==> src/rtl/decimal_keypad_encoder.sv <==
// decimal_keypad_encoder
// Debounced key-bus encoder. The raw key vector is synchronised and debounced,
// then the lowest pressed key index is presented as a binary code on a
// valid/ready handshake. After the transfer the block waits for a clean,
// debounced release before it accepts another press.
//
// Optional build macro: DECIMAL_KEYPAD_MULTI_ERR_EN adds the multi_err output,
// flagging a code that came from a snapshot with more than one key pressed.
//
// state    | meaning
// ---------+-----------------------------------------------------------
// IDLE     | no key seen; waiting for any synchronised key bit
// DEBOUNCE | snapshot captured; counting identical samples
// HOLD     | code_out/code_valid presented, waiting for code_ready
// RELEASE  | code taken; counting consecutive all-zero samples
module decimal_keypad_encoder #(
  parameter int N_KEYS    = 10,
  parameter int CODE_W    = 4,
  parameter int DB_CYCLES = 4
) (
  input  logic              clk,
  input  logic              rst,
  input  logic [N_KEYS-1:0] key_in,
  input  logic              code_ready,
  output logic [CODE_W-1:0] code_out,
  output logic              code_valid,
  output logic              busy
`ifdef DECIMAL_KEYPAD_MULTI_ERR_EN
  ,
  output logic              multi_err
`endif
);

  // The counter never has to hold DB_CYCLES itself: reaching the last count
  // triggers the state change instead of another increment.
  localparam int CNT_W = (DB_CYCLES < 2) ? 1 : $clog2(DB_CYCLES);
  localparam logic [CNT_W-1:0] CNT_LAST = CNT_W'(DB_CYCLES - 1);

  typedef enum logic [1:0] {
    IDLE     = 2'd0,
    DEBOUNCE = 2'd1,
    HOLD     = 2'd2,
    RELEASE  = 2'd3
  } state_t;

  state_t              state_q, state_d;
  logic [N_KEYS-1:0]   sync1_q, sync1_d;
  logic [N_KEYS-1:0]   sync2_q, sync2_d;
  logic [N_KEYS-1:0]   snap_q, snap_d;
  logic [CNT_W-1:0]    cnt_q, cnt_d;
  logic [CODE_W-1:0]   code_q, code_d;
  logic                valid_q, valid_d;
  logic                busy_q, busy_d;
  logic [CODE_W-1:0]   snap_code;

  // Two-flop synchroniser for the asynchronous key levels.
  always_comb begin
    sync1_d = key_in;
    sync2_d = sync1_q;
  end

  // Lowest set bit of the snapshot wins; scanning downwards lets it overwrite.
  always_comb begin
    snap_code = '0;
    for (int i = N_KEYS - 1; i >= 0; i--) begin
      if (snap_q[i]) snap_code = CODE_W'(i);
    end
  end

  // Next-state, counter, snapshot and output-register logic.
  always_comb begin
    state_d = state_q;
    snap_d  = snap_q;
    cnt_d   = cnt_q;
    code_d  = code_q;
    valid_d = valid_q;
    unique case (state_q)
      IDLE: begin
        if (sync2_q != '0) begin
          snap_d  = sync2_q;
          cnt_d   = '0;
          state_d = DEBOUNCE;
        end
      end
      DEBOUNCE: begin
        if (sync2_q == '0) begin
          state_d = IDLE;
        end else if (sync2_q != snap_q) begin
          snap_d = sync2_q;
          cnt_d  = '0;
        end else if (cnt_q == CNT_LAST) begin
          code_d  = snap_code;
          valid_d = 1'b1;
          state_d = HOLD;
        end else begin
          cnt_d = cnt_q + 1'b1;
        end
      end
      HOLD: begin
        if (code_ready) begin
          valid_d = 1'b0;
          cnt_d   = '0;
          state_d = RELEASE;
        end
      end
      RELEASE: begin
        if (sync2_q != '0) begin
          cnt_d = '0;
        end else if (cnt_q == CNT_LAST) begin
          cnt_d   = '0;
          state_d = IDLE;
        end else begin
          cnt_d = cnt_q + 1'b1;
        end
      end
      default: state_d = IDLE;
    endcase
    busy_d = (state_d != IDLE);
  end

  // State and datapath registers, cleared asynchronously by rst.
  always_ff @(posedge clk or posedge rst) begin
    if (rst) begin
      state_q <= IDLE;
      sync1_q <= '0;
      sync2_q <= '0;
      snap_q  <= '0;
      cnt_q   <= '0;
      code_q  <= '0;
      valid_q <= 1'b0;
      busy_q  <= 1'b0;
    end else begin
      state_q <= state_d;
      sync1_q <= sync1_d;
      sync2_q <= sync2_d;
      snap_q  <= snap_d;
      cnt_q   <= cnt_d;
      code_q  <= code_d;
      valid_q <= valid_d;
      busy_q  <= busy_d;
    end
  end

  assign code_out   = code_q;
  assign code_valid = valid_q;
  assign busy       = busy_q;

`ifdef DECIMAL_KEYPAD_MULTI_ERR_EN
  logic multi_q, multi_d;

  // The snapshot is frozen while the code is presented, so the flag can be
  // derived from it every cycle and tracks code_valid exactly.
  always_comb begin
    multi_d = valid_d && ((snap_d & (snap_d - N_KEYS'(1))) != '0);
  end

  // Multi-key flag register.
  always_ff @(posedge clk or posedge rst) begin
    if (rst) multi_q <= 1'b0;
    else     multi_q <= multi_d;
  end

  assign multi_err = multi_q;
`endif

endmodule
==> config.mk <==
export PLATFORM = sky130hd
export DESIGN_NAME = decimal_keypad_encoder
export DESIGN_NICKNAME = d
export VERILOG_FILES = /design/src/rtl/decimal_keypad_encoder.sv
export SDC_FILE = /design/constraint.sdc
export NUM_CORES = 1
export LEC_CHECK = 0
export ABC_AREA = 1
export CORE_MARGIN = 2
export CORE_UTILIZATION = 60
export DETAILED_ROUTE_END_ITERATION = 10
export PLACE_DENSITY = 0.84
export SLEW_MARGIN = 20
export SYNTH_ARGS = -nofsm -noshare
export SYNTH_HDL_FRONTEND = slang
export SYNTH_SLANG_ARGS = --single-unit
==> constraint.sdc <==
create_clock -name clk -period 3.4 [get_ports clk]
set_input_delay 0.68 -clock clk [delete_from_list [all_inputs] [get_ports clk]]
set_output_delay 0.68 -clock clk [all_outputs]
set_load 0.02 [all_outputs]
==> qor.yml, run 1 <==
crit_start: "code_out[0]"
cts_sinks: 40
cts_root_buffer: "clkbuf_4"
netlist_instances: 216
avgSynthCellArea_um2: 8.55
die_w_um: 59.5
yosysSeqAreaShare_pct: 54.2
fin_util_pct: 71.8
r2r-start: "sync2_q[7]"
crit_chain: "clkdlybuf4s50_1"
finalCritPeriodShare_pct: 58.7
worstSetupPathType: "flop to output pin"
path_clk_slew_ns: 0.13
grt_pass1_vias: 1331
yosysTopAreaCell: "dfrtp_1"
dp.cells: 266
grt_antenna_before_repair: 0
ir_drop_mv: 0.374
ctsResizeCount: 0
ys.flop_type: "dfrtp_1"
p_total_w: 0.000904
yosysMostFrequentCell: "nand2_1"
hold_viol: 0
fmax_mhz: 501
cts_inserted_buffers: 5
dr.pass1.iters: 4
outcome: "completed"
dp_slack_ns: 1.54
drt_iter0_markers: 61
crit_path_end_kind: "output pin"
power_switching_w: 0.000220
reg2regPathDepth: 10
initial_core_util_pct: 62.0
crit_family: "buffers and inverters"
power.internal_w: 0.000683
synthTopCellsByArea: "dfrtp_1 54%, nand2_1 17%, inv_1 4.7%"
rsz0062_at_grt: "no"
detail-route-antenna-nets: 0
setup_violations: 0
cap_violations: 0
vias: 1404
fin_skew_ns: 0.0213
comb_power_share_pct: 9.4
tns_ns: 0
pwr-share-clk_pct: 33.9
avgViaCountPerCell: 5.12
grtUsageTotal_pct: 22.8
fillers: 220
synth_area_um2: 1850
syn_nets: 230
synthTopCellsByCount: "82 x nand2_1, 40 x dfrtp_1, 23 x inv_1"
p_per_area_nw_per_um2: 422
cts_buffer_depth: 2
maxSlewHeadroom_pct: 58.6
setup_ws_ns: 1.40
cp_max_fo: 2
min_period_ns: 2.00
cts_tree: "yes"
async_reset_ff_share_pct: 100
io_buffer_count: 18
post_cts_buffers: 0
rows: 20
wl_um: 3190
synth_edf_count: 0
route.detailed.drc: 0
dpl.hpwl_um: 2330
min_from: "sync1_q[6]"
die-area_um2: 3540
diodes: 0
io_pins: 19
worst_pin_slew_ns: 0.620
ys_warn_count: 0
coreArea_um2: 2980
r2r_end: "cnt_q[0]"
synth_cell_types: 24
total_leakage_power_nw: 1.09
startpoint_type: "flop"
overflow: 0
worst_path_max_delay_cell: "clkdlybuf4s50_1"
hold_path_depth: 0
grt_max_degree: 25
h-tree-depth: 2
final_cells: 274
multi_input_area_um2: 713
yosysTopAreaCellShare_pct: 54.2
ys_ff_latch: 40
pwr-share-seq_pct: 56.7
area_growth_pct: 15.9
switching_share_pct: 24.4
drive_above_1_share_pct: 14.1
worst_skew_pair.late_latency_ns: 0.35
hold_buffers: 0
fin_nets: 254
cp.required_ns: 2.72
gp_congestion: 0.793
hp-class: "flop to flop"
slew_viol_final: 0
regArea_um2: 1000
reg2reg_setup_slack_ns: 1.67
grt_pass1_wl_um: 5820
wire_per_inst_um: 11.6
chipHeight_um: 59.5
crit_arrival_ns: 1.32
hold_path_end: "sync2_q[6]"
cp_num_buf_inv: 1
cpPeakStageDelay_ns: 0.60
-- logic make-up after synthesis --
logic type               synth area share [%]
adder cells (fa/ha/maj)                 0.677
XOR/XNOR                                 1.90
flip-flops                               54.2
AND/OR/NAND/NOR                          33.0
buffers and inverters                    7.18
AO/OA/AOI/OAI                            3.05
-- final cells by class --
type | instances | share of cell area (%)
Timing Repair Buffer | 19 | 8.77
Clock inverter | 3 | 1.99
Tap cell | 33 | 1.93
Clock buffer | 5 | 1.75
Sequential cell | 40 | 46.8
Inverter | 31 | 5.44
Multi-Input combinational cell | 143 | 33.3
-- metal layers --
metal  global-route usage, %  up-vias  share of wire [%]  wire length [um]
met1                    29.7      633                 44              1400
li1                        -      714                  -                 -
met2                    35.8       49                 48              1540
met5                       0        -                  0                 0
met4                    10.7        0                2.0                65
met3                    5.90        8                5.9               188
-- layout by cell type (no fill, tap or decap), drive strengths merged --
master	n
a21oi	1
a22oi	1
buf	1
bufinv	1
clkbuf	5
clkdlybuf4s50	18
clkinv	1
clkinvlp	1
dfrtp	40
ha	1
inv	31
nand2	88
nand3	18
nand4	5
nor2	17
nor4	1
o21ai	6
o311ai	1
xnor2	4
-- worst max path at each step --
stage / cells after the start / slack [ns] / endpoint
4_1_cts: 1 / 1.39 / code_out[0]
5_1_grt: 1 / 1.34 / code_out[0]
6_report: 1 / 1.40 / code_out[0]
2_1_floorplan: 1 / 1.80 / busy
3_3_place_gp: 3 / 1.54 / snap_q[7]
3_5_place_dp: 3 / 1.54 / snap_q[6]
-- sequential cells by signal (all words and copies together), names as in the netlist --
name        count
code_out        4
state_q         2
sync1_q        10
code_valid      1
sync2_q        10
cnt_q           2
busy            1
snap_q         10
-- power by group through the flow --
stage / Clock (W) / Combinational [W] / Sequential, W
2_1_floorplan: 0 / 0.0000594 / 0.000517
3_3_place_gp: 0 / 0.0000832 / 0.000520
3_5_place_dp: 0 / 0.0000854 / 0.000521
4_1_cts: 0.000312 / 0.0000866 / 0.000512
5_1_grt: 0.000331 / 0.0000979 / 0.000515
6_report: 0.000306 / 0.0000852 / 0.000512
-- metrics by stage --
step                      instance area [um2]  hold slack, ns
after floorplan                          1850           0.331
after global placement                   2060           0.332
after detailed placement                 2060           0.335
after CTS                                2140           0.354
after global routing                     2140           0.367
final                                    2140           0.337
Note: power is estimated with default switching activity, not from simulation.
==> inputs of run 2 (changes only) <==
Settings changed: CORE_UTILIZATION 60 to 55, PLACE_DENSITY 0.84 to 0.78.
Clock period 3.4 ns to 2 ns, I/O delays scaled along.
==> run 2 against run 1 <==
Compared with the run above: hold slack improved by 0.019 ns; first-iteration DRC count rose by 28%; critical path depth did not move; via count barely moved; count of clock-buffer cells in the layout rose by 1; non-clock buffer count did not move; register-to-register slack got worse by 1.3 ns; sequential cell count did not move; final area rose by 0.12%.
==> qor.yml, run 2 (synthesis results as in run 1) <==
slew_viol_final: 0  # unchanged
cp_num_buf_inv: 1  # unchanged
crit_arrival_ns: 1.31  # was 1.32 ns
die-area_um2: 3840  # was 3540 um2
rows: 21  # was 20
crit_end: "code_out[2]"  # was code_out[0]
crit_start: "code_out[2]"  # was code_out[0]
coreArea_um2: 3280  # was 2980 um2
fillers: 272  # was 220
vias: 1403  # was 1,404
rsz0062_at_grt: "no"  # unchanged
overflow: 0  # unchanged
p_per_area_nw_per_um2: 674  # was 422 nW/um2
wl_um: 3130  # was 3190 um
cap_violations: 0  # unchanged
mostFrequentLayoutCells: "82 x nand2_1, 40 x dfrtp_1, 23 x inv_1"  # unchanged
cp.required_ns: 1.60  # was 2.72 ns
crit_path_end_kind: "output pin"  # unchanged
worst_pin_slew_ns: 0.479  # was 0.620 ns
hold_buffers: 0  # unchanged
die_w_um: 61.9  # was 59.5 um
layout_commonest_cell: "nand2_1"  # unchanged
cts_root_buffer: "clkbuf_4"  # unchanged
hold_path_depth: 0  # unchanged
grt_max_degree: 41  # was 25
h-tree-depth: 2  # unchanged
fin_util_pct: 65.2  # was 71.8%
grt_pass1_wl_um: 5220  # was 5820 um
crit_chain: "clkdlybuf4s50_1"  # unchanged
wire_per_inst_um: 10.9  # was 11.6 um
final_cell_area_um2: 2140  # about the same
ctsResizeCount: 0  # unchanged
drive_above_1_share_pct: 14.1  # unchanged
diodes: 0  # unchanged
worst_path_max_delay_cell: "clkdlybuf4s50_1"  # unchanged
cpPeakStageDelay_ns: 0.60  # about the same
r2r-start: "sync2_q[3]"  # was sync2_q[7]
chipHeight_um: 61.9  # was 59.5 um
cts_inserted_buffers: 5  # unchanged
worstSetupPathType: "flop to output pin"  # unchanged
hp-class: "flop to flop"  # unchanged
total_leakage_power_nw: 1.08  # was 1.09 nW
reg2reg_setup_slack_ns: 0.33  # was 1.67 ns
finalCritPeriodShare_pct: 85.7
cts_buffer_depth: 2  # unchanged
fin_skew_ns: 0.00951  # was 0.0213 ns
post_cts_buffers: 0  # unchanged
fin_nets: 254  # unchanged
r2r_end: "cnt_q[0]"  # unchanged
avgViaCountPerCell: 4.89  # was 5.12
reg2regPathDepth: 10  # unchanged
outcome: "completed"  # unchanged
grt_pass1_vias: 1217  # was 1,331
maxSlewHeadroom_pct: 68.1  # was 58.6%
hold_viol: 0  # unchanged
tns_ns: 0  # unchanged
grt_antenna_before_repair: 0  # unchanged
area_growth_pct: 16.0  # was 15.9%
crit_family: "buffers and inverters"  # unchanged
cp_max_fo: 2  # unchanged
fmax_mhz: 583
io_buffer_count: 18  # unchanged
initial_core_util_pct: 56.2  # was 62.0%
worst_skew_pair.late_latency_ns: 0.34  # was 0.35 ns
cp_num_cells: 1  # unchanged
regArea_um2: 1000  # unchanged
gp_congestion: 0.861  # was 0.793
grtUsageTotal_pct: 19.2  # was 22.8%
p_total_w: 0.00144  # was 0.000904 W
setup_violations: 0  # unchanged
dpl_cell_area_um2: 2080  # was 2060 um2
multi_input_area_um2: 713  # unchanged
hold-worst-slack_ns: 0.356  # was 0.337 ns
route.detailed.drc: 0  # unchanged
cts_tree: "yes"  # unchanged
io_pins: 19  # unchanged
detail-route-antenna-nets: 0  # unchanged
ir_drop_mv: 0.510  # was 0.374 mV
top_regs: "snap_q x10, sync1_q x10, sync2_q x10"  # unchanged
dpl.hpwl_um: 2390  # was 2330 um
startpoint_type: "flop"  # unchanged
min_period_ns: 1.71
cts_sinks: 40  # unchanged
dr.pass1.iters: 4  # unchanged
drt_iter0_markers: 78  # was 61
path_clk_slew_ns: 0.12  # was 0.13 ns
==> run 2: stage by stage <==
stage          setup slack, ns  std cells
3_3_place_gp             0.365        279
3_5_place_dp             0.338        279
5_1_grt                  0.195        287
6_report                 0.285        287
4_1_cts                  0.271        287
2_1_floorplan            0.682        216
==> run 2: layout make-up <==
type	count	share of cell area, %
Sequential cell	40	46.7
Multi-Input combinational cell	143	33.3
Timing Repair Buffer	19	8.76
Inverter	31	5.43
Tap cell	46	2.69
Clock buffer	6	2.39
Clock inverter	2	0.701
==> run 2: report_power, final <==
group	internal [W]	total, W	switching (W)	leakage (nW)
Sequential	0.000841	0.000870	0.0000288	0.474
Combinational	0.0000598	0.000145	0.0000852	0.576
Clock	0.000171	0.000428	0.000258	0.0305
Total	0.00107	0.00144	0.000372	1.08
==> run 2: worst min-delay path by stage <==
| stage | start | end | slack (ns) |
|---|---|---|---|
| floorplan | sync1_q[0] | sync2_q[0] | 0.33 |
| global placement | sync1_q[5] | sync2_q[5] | 0.33 |
| detailed placement | sync1_q[1] | sync2_q[1] | 0.34 |
| CTS | sync1_q[0] | sync2_q[0] | 0.36 |
| global route | sync1_q[1] | sync2_q[1] | 0.37 |
| finish | sync1_q[0] | sync2_q[0] | 0.36 |
==> run 2: routing by layer <==
layer	GRT usage [%]	share of wire [%]
met3	5.59	3.8
met1	24.7	44
met4	6.38	1.5
met5	0	0
met2	31.3	51
==> inputs of run 3 (changes only) <==
Settings changed: CTS_CLUSTER_DIAMETER from default to 150.
==> results of run 3 <==
The final DEF is identical to that of run 2; final timing and power are the same.
